--- src/rtl/tt_scan_pkg.sv ---
// Shared widths, vector count and FSM state encoding for the truth-table scanner.
package tt_scan_pkg;

  localparam int VEC_W = 4;
  localparam int N_VEC = 16;
  localparam logic [VEC_W-1:0] IDX_LAST = 4'd15;

  typedef enum logic [1:0] {
    IDLE = 2'd0,
    HOLD = 2'd1,
    DONE = 2'd2
  } state_t;

endpackage

--- src/rtl/tt_settle_timer.sv ---
// Settle-window counter: runs 0..SETTLE_CYCLES-1 while clear is low, pulsing tick on the last count.
module tt_settle_timer #(
  parameter int SETTLE_CYCLES = 2
) (
  input  logic clk,
  input  logic reset,
  input  logic clear,
  output logic tick
);

  localparam logic [3:0] LAST = 4'(SETTLE_CYCLES - 1);

  logic [3:0] cnt;

  assign tick = !clear && (cnt == LAST);

  always_ff @(posedge clk or posedge reset) begin
    if (reset) begin
      cnt <= 4'd0;
    end else if (clear || tick) begin
      cnt <= 4'd0;
    end else begin
      cnt <= cnt + 4'd1;
    end
  end

endmodule

--- src/rtl/tt_scanner.sv ---
// Drives all 16 input vectors to a 4-in/1-out function, captures its truth table and compares it with EXPECTED.
// Optional first-mismatch reporting is enabled by defining TT_SCAN_FAILIDX_EN.
module tt_scanner
  import tt_scan_pkg::*;
#(
  parameter int               SETTLE_CYCLES = 2,
  parameter logic [N_VEC-1:0] EXPECTED      = 16'h7310
) (
  input  logic             clk,
  input  logic             reset,
  input  logic             start,
  input  logic             resp,
  output logic [VEC_W-1:0] vec,
  output logic             busy,
  output logic             done,
  output logic [N_VEC-1:0] table_o,
  output logic             pass
`ifdef TT_SCAN_FAILIDX_EN
  ,
  output logic             fail_valid,
  output logic [VEC_W-1:0] fail_idx
`endif
);

  state_t           state;
  logic [VEC_W-1:0] idx;
  logic             tick;

  // Timer is held at zero outside HOLD so every scan starts with a full window.
  tt_settle_timer #(
    .SETTLE_CYCLES(SETTLE_CYCLES)
  ) u_timer (
    .clk  (clk),
    .reset(reset),
    .clear(state != HOLD),
    .tick (tick)
  );

  always_ff @(posedge clk or posedge reset) begin
    if (reset) begin
      state   <= IDLE;
      idx     <= '0;
      vec     <= '0;
      busy    <= 1'b0;
      done    <= 1'b0;
      table_o <= '0;
      pass    <= 1'b0;
`ifdef TT_SCAN_FAILIDX_EN
      fail_valid <= 1'b0;
      fail_idx   <= '0;
`endif
    end else begin
      case (state)
        IDLE, DONE: begin
          if (start) begin
            state   <= HOLD;
            idx     <= '0;
            vec     <= '0;
            busy    <= 1'b1;
            done    <= 1'b0;
            table_o <= '0;
            pass    <= 1'b0;
`ifdef TT_SCAN_FAILIDX_EN
            fail_valid <= 1'b0;
            fail_idx   <= '0;
`endif
          end
        end
        HOLD: begin
          if (tick) begin
            table_o[idx] <= resp;
`ifdef TT_SCAN_FAILIDX_EN
            if (!fail_valid && (resp != EXPECTED[idx])) begin
              fail_valid <= 1'b1;
              fail_idx   <= idx;
            end
`endif
            if (idx == IDX_LAST) begin
              state <= DONE;
              busy  <= 1'b0;
              done  <= 1'b1;
              // The final sample is not yet in table_o, so splice it in for the compare.
              pass  <= ({resp, table_o[N_VEC-2:0]} == EXPECTED);
            end else begin
              idx <= idx + 4'd1;
              vec <= idx + 4'd1;
            end
          end
        end
        default: state <= IDLE;
      endcase
    end
  end

endmodule
--- config.mk ---
export PLATFORM = sky130hd
export DESIGN_NAME = tt_scanner
export DESIGN_NICKNAME = d
export VERILOG_FILES = /design/src/rtl/tt_scan_pkg.sv /design/src/rtl/tt_settle_timer.sv /design/src/rtl/tt_scanner.sv
export SDC_FILE = /design/constraint.sdc
export NUM_CORES = 1
export LEC_CHECK = 0
export CAP_MARGIN = 20
export CORE_ASPECT_RATIO = 0.7
export CORE_MARGIN = 2
export CORE_UTILIZATION = 47
export DETAILED_ROUTE_END_ITERATION = 12
export PLACE_DENSITY_LB_ADDON = 0.25
export RECOVER_POWER = 25
export SYNTH_ARGS = -nofsm -noshare
export SYNTH_HDL_FRONTEND = slang
export SYNTH_HIERARCHICAL = 1
export SYNTH_SLANG_ARGS = --single-unit
--- constraint.sdc ---
create_clock -name clk -period 2.2 [get_ports clk]
set_input_delay 0.33 -clock clk [delete_from_list [all_inputs] [get_ports clk]]
set_output_delay 0.33 -clock clk [all_outputs]
set_load 0.005 [all_outputs]
* Word-level counts from Yosys, hierarchy flattened
Cells that the tools add are included.
** Cells by class
- Reduce and logical (&&, ||, !) cells :: 11
- Muxes and demuxes :: 26
- Add/subtract/negate cells :: 2
- Magnitude comparators :: 2
- Eq/ne operators :: 10
** Operator list (count)
- 16-bit two-way mux :: 2
- 16-bit one-hot mux with 2 select lines :: 1
- 16-bit bitwise mux :: 1
- 16-bit by 15-bit == test with 1-bit output (second input constant) :: 1
- 4-bit two-way mux :: 4
- 1-bit two-way mux :: 9
- 4-bit by 1-bit adder with 4-bit output (second input constant) :: 2
- 4-bit one-hot mux with 2 select lines :: 1
- 4-bit AND reduction :: 2
- 2-bit two-way mux :: 3
- 2-bit inequality test (second input constant) :: 3
- 1-bit one-hot mux with 2 select lines :: 3
- 3-bit AND reduction :: 2
- 4-bit by 5-bit less-than comparator with 1-bit output (second input constant) :: 1
- 1-bit demux with 4-bit select :: 1
- 4-bit by 1-bit == test with 1-bit output (second input constant) :: 1
- 4-bit == test (second input constant) :: 1
- 4-bit by 1-bit >= comparator with 1-bit output (second input constant) :: 1
- 2-bit by 1-bit inequality test with 1-bit output (second input constant) :: 2
- 2-bit one-hot mux with 2 select lines :: 1
- 2-bit by 1-bit == test with 1-bit output (second input constant) :: 1
- 2-bit == test (second input constant) :: 1
- 1-bit logical AND :: 2
- 2-bit logical NOT :: 1
- other kinds (4) :: 4
** Word-level totals
- Flip-flop bits (word level) :: 29
- Output and inout port bits :: 23
- Word-level logic and storage cells :: 58
- Bits of input ports :: 4

* Logic depth before layout (Yosys ltp)
- Depth in word-level cells :: 7
- Depth in mapped cells :: 9
- Mapped depth without buffers :: 8

* Modules after synthesis
Netlist, hierarchy kept.
** By module, submodules not included
- tt_scanner :: area each 1336.3 µm², sequential area each 625.6 µm², instances 1, cells each 134
- tt_settle_timer :: area each 198.9 µm², sequential area each 100.1 µm², instances 1, cells each 19

* Worst setup path before layout
OpenSTA, ideal clock, no wires.
- Kind :: flip-flop to flip-flop
- Start point :: register state[1]
- End point :: register idx[3]
- Data arrival time :: 2.045 ns
- Buffers on the path :: 1
- Cell stages (with the launch flop) :: 9
- Clock period less this slack :: 2.114 ns
- Data required time :: 2.131 ns
- Library setup time :: 0.069 ns
- Slack :: 0.086 ns
- Path through :: dfrtp_1 and2b_1 inv_1 buf_2 nor3_1 nand3b_1 o21a_4 or4_1 nand3_1
** Between the ends
- Longest elaborated chain between the ends :: 5
- Elaborated cells between the ends (all ways) :: 13
- Classes of those cells :: eq/ne (6); mux (1); reduce/logical (6)
** RTL lines
- start, declared :: RTL line tt_scanner.sv:25 : state_t state;
- start signal, assigned :: RTL line tt_scanner.sv:41 : state <= IDLE;
- start signal, assigned :: RTL line tt_scanner.sv:56 : state <= HOLD;
- start signal, assigned :: RTL line tt_scanner.sv:79 : state <= DONE;
- 2-bit by 1-bit inequality test with 1-bit output :: RTL line tt_scanner.sv:35 : .clear(state != HOLD),
- 1-bit logical NOT :: RTL line tt_settle_timer.sv:15 : assign tick = !clear && (cnt == LAST);
- 1-bit logical AND :: RTL line tt_settle_timer.sv:15
- via tick :: RTL line tt_scanner.sv:27 : logic tick;
- 2-bit by 1-bit inequality test with 1-bit output (no source line)
- 4-bit AND reduction (no source line)
- end signal, assigned :: RTL line tt_scanner.sv:85 : idx <= idx + 4'd1;
- end, declared :: RTL line tt_scanner.sv:26 : logic [VEC_W-1:0] idx;
The timed path passes the listed nets, and every way through them passes these cells.
A chain may end at the register's enable or synchronous reset.

* Final worst setup path
Same ends and word-level chain as after synthesis.

==> impl_metrics.env <==
export IMPL_status="completed"
export IMPL_ir_drop_v=0.000693
export IMPL_tightest_slew_ns=1.35
export IMPL_switching_share=0.380
export IMPL_yosys_area_top_type="dfrtp_1"
export IMPL_viasPerCell=5.70
export IMPL_cap_violations=0
export IMPL_reg2regPathDepth=7
export IMPL_maxSlewViolCount=0
export IMPL_final_layout_size_suffix_gt1_frac=0.130
export IMPL_synth_xor_area_share=0.00570
export IMPL_drtIter0Drc=79
export IMPL_clock_latency_ns=0.28
export IMPL_htree_levels=2
export IMPL_first_pass_iters=4
export IMPL_numCtsBuffers=5
export IMPL_cp_arrival_ns=2.29
export IMPL_grt_pass1_wl_um=6280
export IMPL_placed_cell_area_sq_mm=0.00182
export IMPL_ant_nets=0
export IMPL_path_class="reg2reg"
export IMPL_clockRootBuffer="clkbuf_8"
export IMPL_synth_simple_gate_area_share=0.197
export IMPL_dieArea_sq_mm=0.00375
export IMPL_place_congestion=0.797
export IMPL_rows=17
export IMPL_avgSynthCellArea_sq_um=10.0
export IMPL_ys_top_cells_by_count="dfrtp_1, nand2_1, a22o_1"
export IMPL_powerDensity_mw_per_mm2=1250
export IMPL_timing_rr_start="state[1]"
export IMPL_p_sw_mw=0.919
export IMPL_ys_ff_latch=29
export IMPL_synthCells=153
export IMPL_async_flop_share=1.00
export IMPL_synth_adder_area_share=0.0489
export IMPL_r2r_slack_ns=0.12
export IMPL_syn_num_nets=163
export IMPL_hold_violations=0
export IMPL_dp_hpwl_um=2510
export IMPL_io_pins=27
export IMPL_grt_max_degree=26
export IMPL_syn2layout_area_growth_pct=26.0
export IMPL_setup_violations_final=0
export IMPL_skew_ns=0.00321
export IMPL_cts_buffer_depth=2
export IMPL_cp_required_ns=2.42
export IMPL_grt_antenna_before_repair=0
export IMPL_vias=1272
export IMPL_fmax_mhz=482
export IMPL_synth_top_family_by_area="compound AO/OA/AOI/OAI gates"
export IMPL_cts_sinks=29
export IMPL_syn_area_sq_mm=0.00154
export IMPL_synth_most_common_cell="dfrtp_1"
export IMPL_yosysSeqAreaShare=0.473
export IMPL_die_width_um=72.3
export IMPL_synth_edf_count=0
export IMPL_wl_per_cell_um=16.3
export IMPL_p_clk_frac=0.172
export IMPL_finalCritPeriodShare=0.943
export IMPL_coreArea_sq_mm=0.00313
export IMPL_io_buffers=26
export IMPL_grtUsageTotal=0.228
export IMPL_p_total_mw=2.42
export IMPL_p_seq_frac=0.372
export IMPL_yosys_warnings=6
export IMPL_ys_types=38
export IMPL_synth_ff_type="dfrtp_1"
export IMPL_cp_end_kind="register"
export IMPL_die_h_um=51.8
export IMPL_comb_power_share=0.456
export IMPL_initial_core_util=0.491
export IMPL_period_needed_ns=2.08
export IMPL_worstSetupStartpointType="register"
export IMPL_relSlewSlack=0.0999
export IMPL_netlist_top_cells_area="dfrtp_1, a22o_1, a21o_1"
export IMPL_synth_compound_gate_area_share=0.221
export IMPL_crit_path_max_fanout=7
export IMPL_design_area_sq_mm=0.00193
export IMPL_crit_end="idx[3]"
export IMPL_cellLeakagePower_nw=0.929
export IMPL_synth_top_area_share=0.473
export IMPL_yosys_mux_area_fraction=0
export IMPL_cts_tree="built"
export IMPL_grt_pass1_vias=1265
export IMPL_crit_path_start="state[1]"
export IMPL_p_int_mw=1.50
export IMPL_finalNetCount=194
export IMPL_n_antenna_cell=0
export IMPL_drt_total_wl_um=3630
export IMPL_grt_overflow_total=0
export IMPL_path_clk_slew_ns=0.06
export IMPL_timing_rr_end="idx[3]"
export IMPL_drc_errors=0
export IMPL_hp_class="in2async"
==> per-stage QoR <==
stage	setup TNS (ns)	hold WS (ns)	utilization	worst slack (ns)	std cells
floorplan	0	0.0961	-	0.0860	153
global placement	0	0.465	0.583	0.217	212
detailed placement	0	0.466	0.583	0.00121	212
CTS	0	0.262	0.614	0.0320	222
global route	-0.00632	0.413	0.619	-0.00632	223
finish	0	0.388	0.619	0.124	223
==> how the worst min path moves through the flow <==
stage	slack, ns	endpoint
after floorplan	0.1	u_timer/cnt[0]
after global placement	0.47	done
after detailed placement	0.47	done
after CTS	0.26	u_timer/cnt[3]
after global routing	0.41	u_timer/cnt[2]
final	0.39	u_timer/cnt[2]
==> area by class of cell <==
cell class,count,area (sq um)
fillers,251,1190
multi-input cells,106,738
flip-flops and latches,29,726
repair buffers,33,309
clock buffers,8,80.1
well taps,38,47.5
inverters,9,33.8
==> per-layer routing <==
layer | vias up | wire [um] | GRT usage
met1 | 619 | 1820 | 0.320
li1 | 607 | - | -
met2 | 36 | 1540 | 0.321
met3 | 10 | 190 | 0.0640
met4 | 0 | 72 | 0.113
met5 | - | 0 | 0
==> state kept, by name, indices dropped and copies added, names as in the netlist <==
signal / cells
pass: 1
idx: 4
u_timer/cnt: 4
done: 1
busy: 1
table_o: 16
state: 2
==> cell families (layout without fill, tap and decap cells) <==
kind of cell             count (synthesis)  in the layout
XOR/XNOR                                 1              1
flip-flops                              29             29
AND/OR/NAND/NOR                         56             56
AO/OA/AOI/OAI                           43             43
buffers and inverters                   18             50
adder cells (fa/ha/maj)                  6              6
==> critical path, stage by stage, from the launching register on <==
cell and delay (ns):
dfrtp_1 0.39, and2b_1 0.27, inv_1 0.08, nor3_2 0.22
nand3b_1 0.20, o21a_4 0.27, or4_1 0.48, nand3_1 0.10
==> cell usage in the layout, fill, tap and decap left out, types with 2 or more instances in the layout <==
cell             count
a21o_1              10
clkbuf_8             5
nor2b_1              3
inv_1                9
nand3_1              5
a21oi_1              2
and3_1               3
a22o_1              12
clkbuf_1             4
o2bb2ai_1            2
nand3b_1             2
nor3_1               3
a21o_2               3
a22o_2               3
buf_4                6
nand4_1              2
o21ai_0              7
dfrtp_1             29
ha_1                 6
nand2b_1             3
clkdlybuf4s50_1     25
nor2_1               6
nand2_1             17
==> timing repair <==
action | CTS | global route
hold buffers | 0 | 0
setup endpoints to repair | 3 | 13
pin swaps | 1 | 1
cloned | 0 | 0
setup buffers | 2 | 1
resized for setup | 1 | 2
==> power by group through the flow <==
stage	Sequential (mW)	Clock (mW)	Combinational, mW
6_report	0.900	0.416	1.10
2_1_floorplan	0.846	0	0.657
5_1_grt	0.929	0.455	1.21
3_3_place_gp	0.891	0	1.02
4_1_cts	0.894	0.423	1.08
3_5_place_dp	0.903	0	1.04
Power figures use the tool's default switching activity.
